File: src/rtl/ysyx_040750_pipe_skid_reg.sv
// rtl/ysyx_040750_pipe_skid_reg.sv - circular-buffer pipeline register with stall, flush and bubble marking
// Optional macro YSYX_040750_PIPE_BUBBLE_EN: flush rewrites held entries to bubbles instead of discarding them.
module ysyx_040750_pipe_skid_reg #(
  parameter int unsigned DATA_W      = 64,
  parameter int unsigned DEPTH       = 2,
  parameter logic [63:0] BUBBLE_DATA = 64'h0000000000000013
) (
  input  logic                       I_sys_clk,
  input  logic                       I_rst,
  input  logic                       I_in_valid,
  input  logic [DATA_W-1:0]          I_data,
  output logic                       O_allowin,
  input  logic                       I_allowout,
  input  logic                       I_stall,
  input  logic                       I_flush,
  input  logic                       I_mark,
  output logic                       O_valid,
  output logic [DATA_W-1:0]          O_data,
  output logic                       O_bubble,
  output logic [$clog2(DEPTH+1)-1:0] O_count
);

  localparam int unsigned CNT_W = $clog2(DEPTH + 1);
  localparam int unsigned PTR_W = (DEPTH > 1) ? $clog2(DEPTH) : 1;
  localparam logic [DATA_W-1:0] BUBBLE_W = DATA_W'(BUBBLE_DATA);
  localparam logic [PTR_W-1:0] PTR_LAST = PTR_W'(DEPTH - 1);
  localparam logic [CNT_W-1:0] CNT_FULL = CNT_W'(DEPTH);

  logic [DATA_W-1:0] mem_q [DEPTH];
  logic [DEPTH-1:0]  bub_q;
  logic [PTR_W-1:0]  wr_ptr_q, wr_ptr_d;
  logic [PTR_W-1:0]  rd_ptr_q, rd_ptr_d;
  logic [CNT_W-1:0]  cnt_q, cnt_d;
  logic              mark_q, mark_d;

  logic pop;
  logic push;
  logic to_bubble;

  function automatic logic [PTR_W-1:0] ptr_inc(input logic [PTR_W-1:0] p);
    return (p == PTR_LAST) ? '0 : p + PTR_W'(1);
  endfunction

  assign O_valid   = (cnt_q != '0) & ~I_stall;
  assign pop       = O_valid & I_allowout;
  assign O_allowin = (cnt_q != CNT_FULL) | pop;
  assign push      = I_in_valid & O_allowin;
  assign to_bubble = I_mark | mark_q;
  assign O_count   = cnt_q;
  assign O_data    = mem_q[rd_ptr_q];
  assign O_bubble  = bub_q[rd_ptr_q];

  always_comb begin
    cnt_d    = cnt_q;
    wr_ptr_d = wr_ptr_q;
    rd_ptr_d = rd_ptr_q;
    mark_d   = mark_q;
    if (push) begin
      mark_d = 1'b0;
    end else if (I_mark) begin
      mark_d = 1'b1;
    end
`ifdef YSYX_040750_PIPE_BUBBLE_EN
    if (pop)  rd_ptr_d = ptr_inc(rd_ptr_q);
    if (push) wr_ptr_d = ptr_inc(wr_ptr_q);
    case ({push, pop})
      2'b10:   cnt_d = cnt_q + CNT_W'(1);
      2'b01:   cnt_d = cnt_q - CNT_W'(1);
      default: cnt_d = cnt_q;
    endcase
`else
    // Flush empties the buffer outright; the popped head was already taken downstream.
    if (I_flush) begin
      cnt_d    = '0;
      wr_ptr_d = '0;
      rd_ptr_d = '0;
    end else begin
      if (pop)  rd_ptr_d = ptr_inc(rd_ptr_q);
      if (push) wr_ptr_d = ptr_inc(wr_ptr_q);
      case ({push, pop})
        2'b10:   cnt_d = cnt_q + CNT_W'(1);
        2'b01:   cnt_d = cnt_q - CNT_W'(1);
        default: cnt_d = cnt_q;
      endcase
    end
`endif
  end

  always_ff @(posedge I_sys_clk or posedge I_rst) begin
    if (I_rst) begin
      cnt_q    <= '0;
      wr_ptr_q <= '0;
      rd_ptr_q <= '0;
      mark_q   <= 1'b0;
    end else begin
      cnt_q    <= cnt_d;
      wr_ptr_q <= wr_ptr_d;
      rd_ptr_q <= rd_ptr_d;
      mark_q   <= mark_d;
    end
  end

  always_ff @(posedge I_sys_clk or posedge I_rst) begin
    if (I_rst) begin
      for (int i = 0; i < DEPTH; i++) begin
        mem_q[i] <= '0;
      end
      bub_q <= '0;
    end else begin
`ifdef YSYX_040750_PIPE_BUBBLE_EN
      if (I_flush) begin
        for (int i = 0; i < DEPTH; i++) begin
          mem_q[i] <= BUBBLE_W;
        end
        bub_q <= '1;
      end
      if (push) begin
        mem_q[wr_ptr_q] <= (I_flush | to_bubble) ? BUBBLE_W : I_data;
        bub_q[wr_ptr_q] <= I_flush | to_bubble;
      end
`else
      if (push & ~I_flush) begin
        mem_q[wr_ptr_q] <= to_bubble ? BUBBLE_W : I_data;
        bub_q[wr_ptr_q] <= to_bubble;
      end
`endif
    end
  end

endmodule

File: config.mk
export PLATFORM = sky130hd
export DESIGN_NAME = ysyx_040750_pipe_skid_reg
export DESIGN_NICKNAME = d
export VERILOG_FILES = /design/src/rtl/ysyx_040750_pipe_skid_reg.sv
export SDC_FILE = /design/constraint.sdc
export NUM_CORES = 1
export LEC_CHECK = 0
export ABC_AREA = 1
export BUFFER_PORTS_ARGS = -buffer_cell sky130_fd_sc_hd__clkbuf_2
export CORE_MARGIN = 1
export CORE_UTILIZATION = 45
export CTS_BUF_LIST = sky130_fd_sc_hd__clkbuf_2 sky130_fd_sc_hd__clkbuf_4 sky130_fd_sc_hd__clkbuf_8
export DETAILED_ROUTE_END_ITERATION = 7
export PLACE_DENSITY = 0.68
export SLEW_MARGIN = 0
export SYNTH_ARGS = -nofsm -noshare
export SYNTH_HDL_FRONTEND = slang
export SYNTH_SLANG_ARGS = --single-unit
File: constraint.sdc
create_clock -name I_sys_clk -period 5.7 [get_ports I_sys_clk]
set_input_delay 0 -clock I_sys_clk [delete_from_list [all_inputs] [get_ports I_sys_clk]]
set_output_delay 0 -clock I_sys_clk [all_outputs]
set_load 0.01 [all_outputs]
==> results.py, run 1 <==
metrics = {
    "sta": {
        "timing.fmax_mhz": 388,
        "grt_setup_unrepaired": "no",
        "final.hold.worst_slack_ps": 109,
        "hold_violations": 0,
        "tns_ps": 0,
        "finClkSkew_ps": 6.49,
        "post-route-worst-setup-slack_ps": 3120,
        "timing.max_slew.rel_slack_pct": 39.7,
        "finalCriticalPeriod_ps": 2580,
        "period_utilization_pct": 45.2,
        "tightestPinTransition_ps": 905,
        "setup-violations-final": 0,
        "timing_max_transition_violations_final": 0,
    },
    "final_layout": {
        "drive_above_1_share_pct": 25.6,
        "finalNetCount": 998,
        "finalNonFillerCells": 1116,
        "layout-area-overhead-vs-synth_pct": 28.3,
        "ant_cells": 0,
    },
    "drt": {
        "routed_wl_mm": 14.9,
        "ant_nets": 0,
        "post-route-drc-count": 0,
        "drt_pass1_iterations": 4,
        "total_vias_in_the_final_route": 5395,
        "post_drt_wl_per_cell_um": 13.3,
        "post_drt_via_cell_ratio": 4.83,
        "detailed_router_s_first_iteration_violation_count": 334,
    },
    "setup_path": {
        "setup.worst_path.class": "reg2reg",
        "crit_family": "simple AND/OR/NAND/NOR gates",
        "reg2regPathDepth": 8,
        "critical_path_buf_inv_count": 2,
        "crit_start_category": "flop",
        "worst_path_largest_cell_delay_ps": 670,
        "critical-path-slowest-cell": "nand3_4",
        "timing.critical_path.depth": 8,
        "critical-path-top-cell-by-count": "nand3_4",
        "critical_path.max_fanout": 75,
        "worstSetupEndpointType": "flop",
        "worst-endpoint-arrival_ps": 2870,
        "cp_cell_sequence": "inv_1 -> nand2_2 -> nand3_4 -> nand3_2 -> nand3_4 -> buf_4 -> nand2_1 -> o21ai_0",
        "timing.critical_path.required_ps": 5990,
    },
    "cts": {
        "cts_tree": "built",
        "tritoncts.num_buffers": 17,
        "worst_setup_hold_path_clk_slew_ps": 70,
        "worstSkewPairLatency_ps": 440,
        "clockBufferDepth": 2,
        "cts_setup_buffers": 0,
        "ctsResizeCount": 0,
        "cts_max_level": 4,
        "hold_buffers": 70,
        "numClockSinks": 135,
        "cts-root-buf": "clkbuf_8",
    },
    "logic_synthesis": {
        "synth_largest_area_cell": "dfrtp_1",
        "synth.ff_latch_count": 135,
        "post_synth_instance_area_sq_um": 6230,
        "synth.area.top_cells": "dfrtp_1, nand2_1, o21ai_2",
        "synthDistinctLibCells": 19,
        "syn_area_per_cell_sq_um": 8.40,
        "synth.yosys.warnings": 0,
        "synth_sequential_area_ratio_pct": 54.2,
        "syn_nets": 813,
        "post_synth_inst_count": 742,
        "netlist.area_leader.share_pct": 54.2,
    },
    "min_path": {
        "whs_path_depth": 6,
        "min-delay-path-class": "in2reg",
    },
    "floorplan": {
        "die_x_um": 120,
        "i_o_pins": 140,
        "fp.coreArea_sq_um": 13400,
        "fp.dieArea_sq_um": 14300,
        "die_h_um": 120,
        "fp_rows": 42,
        "initial_core_util_pct": 46.5,
    },
    "global_route": {
        "grt_max_degree": 76,
        "track_usage_pct": 21.9,
        "global_route_wire_length_before_repair_mm": 24.5,
        "vias_in_the_first_global_route": 5096,
        "globalRouteOverflowTotal": 0,
        "grt_antenna_before_repair": 0,
    },
    "placed_design": {
        "finalWeightedCongestion": 0.820,
        "placed_cells": 1014,
        "dp_hpwl_mm": 8.33,
        "io_buffers": 139,
        "placement_setup_slack_ps": 3170,
    },
    "pwr": {
        "max_ir_drop_vdd_uv": 165,
        "total_power_mw": 2.92,
        "power_density_nw_per_um2": 365,
        "leakage_nw": 4.12,
    },
    "outcome": {
        "status": "complete, no violations",
    },
    "flow_run": {
        "max-cap-violations": 0,
    },
}
[worst paths after layout]
| path | slack, ps | start | end |
|---|---|---|---|
| setup / recovery | 3120 | O_count[1]$_DFFE_PP0P_ | mem_q[45]$_DFFE_PP0P_ |
| hold / removal | 110 | I_stall | O_count[0]$_DFFE_PP0P_ |
| setup reg to reg | 3120 | O_count[1]$_DFFE_PP0P_ | mem_q[45]$_DFFE_PP0P_ |
| hold reg to reg | 480 | mem_q[5]$_DFFE_PP0P_ | mem_q[5]$_DFFE_PP0P_ |
| max in group asynchronous | 4200 | I_rst | mem_q[36]$_DFFE_PP0P_ |
| min in group asynchronous | 200 | I_rst | mem_q[44]$_DFFE_PP0P_ |
[power by group]
group / switching, mW / internal, mW / total, mW
Sequential: 0.123 / 1.19 / 1.31
Clock: 0.356 / 0.479 / 0.834
Combinational: 0.462 / 0.308 / 0.770
[routing by layer]
metal  GRT usage, %  wire length (um)
met1           28.7              6950
met5              0                 0
met4           9.53               344
met2           35.2              6830
met3           4.75               725
[registers in the layout, indices dropped and copies added (netlist names)]
register and flops:
O_count 2, bub_q 2, mark_q 1, mem_q 128
rd_ptr_q 1, wr_ptr_q 1
[tightest hold or removal path, delay by kind of cell]
family,cells,cell delay [ps]
buf+inv,2,170
simple gates,4,340
[Yosys cell counts (all sizes together)]
library cell,count
a21oi,3
buf,26
clkbuf,23
dfrtp,135
inv,9
nand2,396
nand3,8
nand4,3
nor2,8
o21ai,131
[cell type report]
class / count / area, sq um
inverter: 9 / 38.8
tap: 176 / 220
clock inverter: 9 / 123
timing repair buffer: 215 / 1440
sequential: 135 / 3380
clock buffer: 23 / 298
fill: 1218 / 5400
multi-input combinational: 549 / 2500
[cells in the final DEF (no fill, tap or decap), types with 2 or more instances in the layout]
master         instances
bufinv_16              3
clkbuf_4               3
inv_1                  6
buf_4                  6
dfrtp_1              134
o21ai_2               54
nand3_4                3
o21ai_0               56
nor2_1                 7
nand2_1              395
dlygate4sd3_1         70
inv_2                  2
clkinv_2               5
clkbuf_2             139
clkbuf_8              20
o21ai_1               21
a21oi_1                3
nand3_1                4
nand4_1                3
[cells by family (layout without fill, tap and decap cells)]
group / Yosys count / in the layout / share of synthesized area, %
DFF: 135 / 135 / 54.2
AOI/OAI and AO/OA: 134 / 134 / 14.0
buffers and inverters: 58 / 256 / 6.06
and+or+nand+nor: 415 / 415 / 25.7
[through the flow]
stage | utilization (%) | area (sq um)
floorplan | - | 6230
global placement | 51.3 | 6880
detailed placement | 51.3 | 6880
CTS | 59.7 | 8000
global route | 59.7 | 8000
finish | 59.7 | 8000
(Power assumes the default switching activity.)
==> run 2: changes to the inputs <==
- PLACE_DENSITY: 0.68 -> 0.71
- clock period: 5.7 -> 2.1 ns (I/O delays scaled with it)
==> run 2 against run 1 <==
Clock skew increased by 1.2 ps. Non-clock buffer count increased by 10. Combinational power grew to 2.8 times the previous value. Count of clock-buffer cells in the layout is the same. Critical endpoint is now mem_q[32]$_DFFE_PP0P_. Largest cell class unchanged.
==> results.py, run 2 (synthesized netlist as in run 1, its figures left out) <==
metrics = {
    "pwr": {
        "seqPwrFrac_pct": 44.8,
        "power_frac_clock_pct": 28.0,
        "power_report.internal_total_mw": 5.42,
        "max_ir_drop_vdd_uv": 557,
        "power_switching_mw": 2.55,
        "power_density_nw_per_um2": 970,
        "leakage_nw": 4.22,
        "total_power_mw": 7.97,
        "switching_share_pct": 32.0,
        "power.share.combinational_pct": 27.2,
    },
    "placed_design": {
        "io_buffers": 139,
        "dp_hpwl_mm": 8.69,
        "finalWeightedCongestion": 0.745,
        "placement_setup_slack_ps": 308,
    },
    "global_route": {
        "global_route_wire_length_before_repair_mm": 24.3,
        "track_usage_pct": 21.8,
        "grt_antenna_before_repair": 0,
        "grt_max_degree": 67,
        "globalRouteOverflowTotal": 0,
        "vias_in_the_first_global_route": 4902,
    },
    "final_layout": {
        "leading_cell_type_in_the_layout_fill_and_taps_excluded": "nand2_1",
        "largest_register_ff_count": 128,
        "finish.utilization_pct": 61.3,
        "layout.cells.most_common_list": "nand2_1, clkbuf_2, dfrtp_1",
        "max_flop_register": "mem_q",
        "drive_above_1_share_pct": 26.3,
        "layout-area-overhead-vs-synth_pct": 31.7,
        "ant_cells": 0,
        "finalNetCount": 1008,
    },
    "drt": {
        "wl_met3_um": 711,
        "total_vias_in_the_final_route": 5437,
        "routed_wl_mm": 14.7,
        "post_drt_via_cell_ratio": 4.83,
        "routed-wl-met2_mm": 7.01,
        "ant_nets": 0,
        "drt_pass1_iterations": 4,
        "m1WireLength_mm": 6.81,
        "detailed_router_s_first_iteration_violation_count": 352,
        "post_drt_wl_per_cell_um": 13.1,
        "dr.max_layer_used": "met4",
        "post-route-drc-count": 0,
    },
    "floorplan": {
        "die_x_um": 120,
        "fp_rows": 42,
        "i_o_pins": 140,
        "fp.coreArea_sq_um": 13400,
        "initial_core_util_pct": 46.5,
        "die_h_um": 120,
        "fp.dieArea_sq_um": 14300,
    },
    "sta": {
        "tns_ps": 0,
        "timing.max_slew.rel_slack_pct": 53.1,
        "finalCriticalPeriod_ps": 1790,
        "setup-violations-final": 0,
        "timing.fmax_mhz": 558,
        "finClkSkew_ps": 7.69,
        "post-route-worst-setup-slack_ps": 309,
        "period_utilization_pct": 85.3,
        "timing_max_transition_violations_final": 0,
        "hold_violations": 0,
        "tightestPinTransition_ps": 702,
        "grt_setup_unrepaired": "no",
    },
    "cts": {
        "cts_tree": "built",
        "worst_setup_hold_path_clk_slew_ps": 70,
        "cts_setup_buffers": 0,
        "cts-root-buf": "clkbuf_8",
        "cts_max_level": 4,
        "tritoncts.num_buffers": 17,
        "numClockSinks": 135,
        "clockBufferDepth": 2,
        "worstSkewPairLatency_ps": 440,
    },
    "setup_path": {
        "worst-r2r-setup-slack_ps": 310,
        "critical_path.max_fanout": 29,
        "setup.worst_path.class": "reg2reg",
        "crit_start_category": "flop",
        "worstSetupEndpointType": "flop",
        "timing.critical_path.required_ps": 2450,
        "worst-endpoint-arrival_ps": 2140,
    },
    "flow_run": {
        "max-cap-violations": 0,
    },
    "outcome": {
        "status": "complete, no violations",
    },
    "min_path": {
        "min-delay-path-class": "in2reg",
    },
}
[run 2: cell count changes in the layout (fill, tap and decap cells not counted), sizes merged]
| cell | change |
|---|---|
| buf | +9 |
| clkinv | +1 |
| dlygate4sd3 | +1 |
| inv | -1 |
[run 2: timing repair]
action / in CTS / in global routing
hold buffers: 71 / 0
resized for setup: 0 / 0
hold endpoints to repair: 160 / 0
[run 2: power by group through the flow]
stage | clock [mW] | combinational (mW) | sequential (mW)
6_report | 2.23 | 2.16 | 3.57
5_1_grt | 2.40 | 2.44 | 3.65
4_1_cts | 2.29 | 2.18 | 3.56
3_5_place_dp | 0 | 2.07 | 3.60
3_3_place_gp | 0 | 2.03 | 3.59
2_1_floorplan | 0 | 1.43 | 3.54
[run 2: per-layer routing]
layer	vias up	GRT usage [%]
li1	2750	-
met1	2525	29.8
met2	148	34.2
met3	14	5.09
met4	0	7.27
met5	-	0
[run 2: per-stage QoR]
step	instance area, sq um	hold WS (ps)	instances
2_1_floorplan	6240	44.1	742
3_3_place_gp	7080	135	1023
3_5_place_dp	7080	135	1023
4_1_cts	8210	40.6	1126
5_1_grt	8210	116	1126
6_report	8210	69.9	1126
[run 2: path summary, 6_finish.rpt]
check / endpoint / cells past startpoint / startpoint
setup / recovery: mem_q[32]$_DFFE_PP0P_ / 7 / O_count[1]$_DFFE_PP0P_
hold / removal: rd_ptr_q$_DFFE_PP0P_ / 5 / I_stall
setup reg to reg: mem_q[32]$_DFFE_PP0P_ / 7 / O_count[1]$_DFFE_PP0P_
hold reg to reg: mem_q[74]$_DFFE_PP0P_ / 2 / mem_q[74]$_DFFE_PP0P_
max in group asynchronous: mem_q[90]$_DFFE_PP0P_ / 4 / I_rst
min in group asynchronous: mem_q[56]$_DFFE_PP0P_ / 3 / I_rst
[run 2: worst max-delay path, cell delays in order (launching register included)]
cell,delay [ps]
dfrtp_1,440
inv_1,90
nand2_2,100
nand3_4,90
nand3_2,150
nand3_4,340
buf_12,310
o21ai_0,180
[run 2: cell type report]
type | instances | area [sq um]
fill | 1184 | 5190
sequential | 135 | 3380
clock inverter | 9 | 124
timing repair buffer | 225 | 1660
inverter | 9 | 37.5
multi-input combinational | 549 | 2500
clock buffer | 23 | 292
tap | 176 | 220
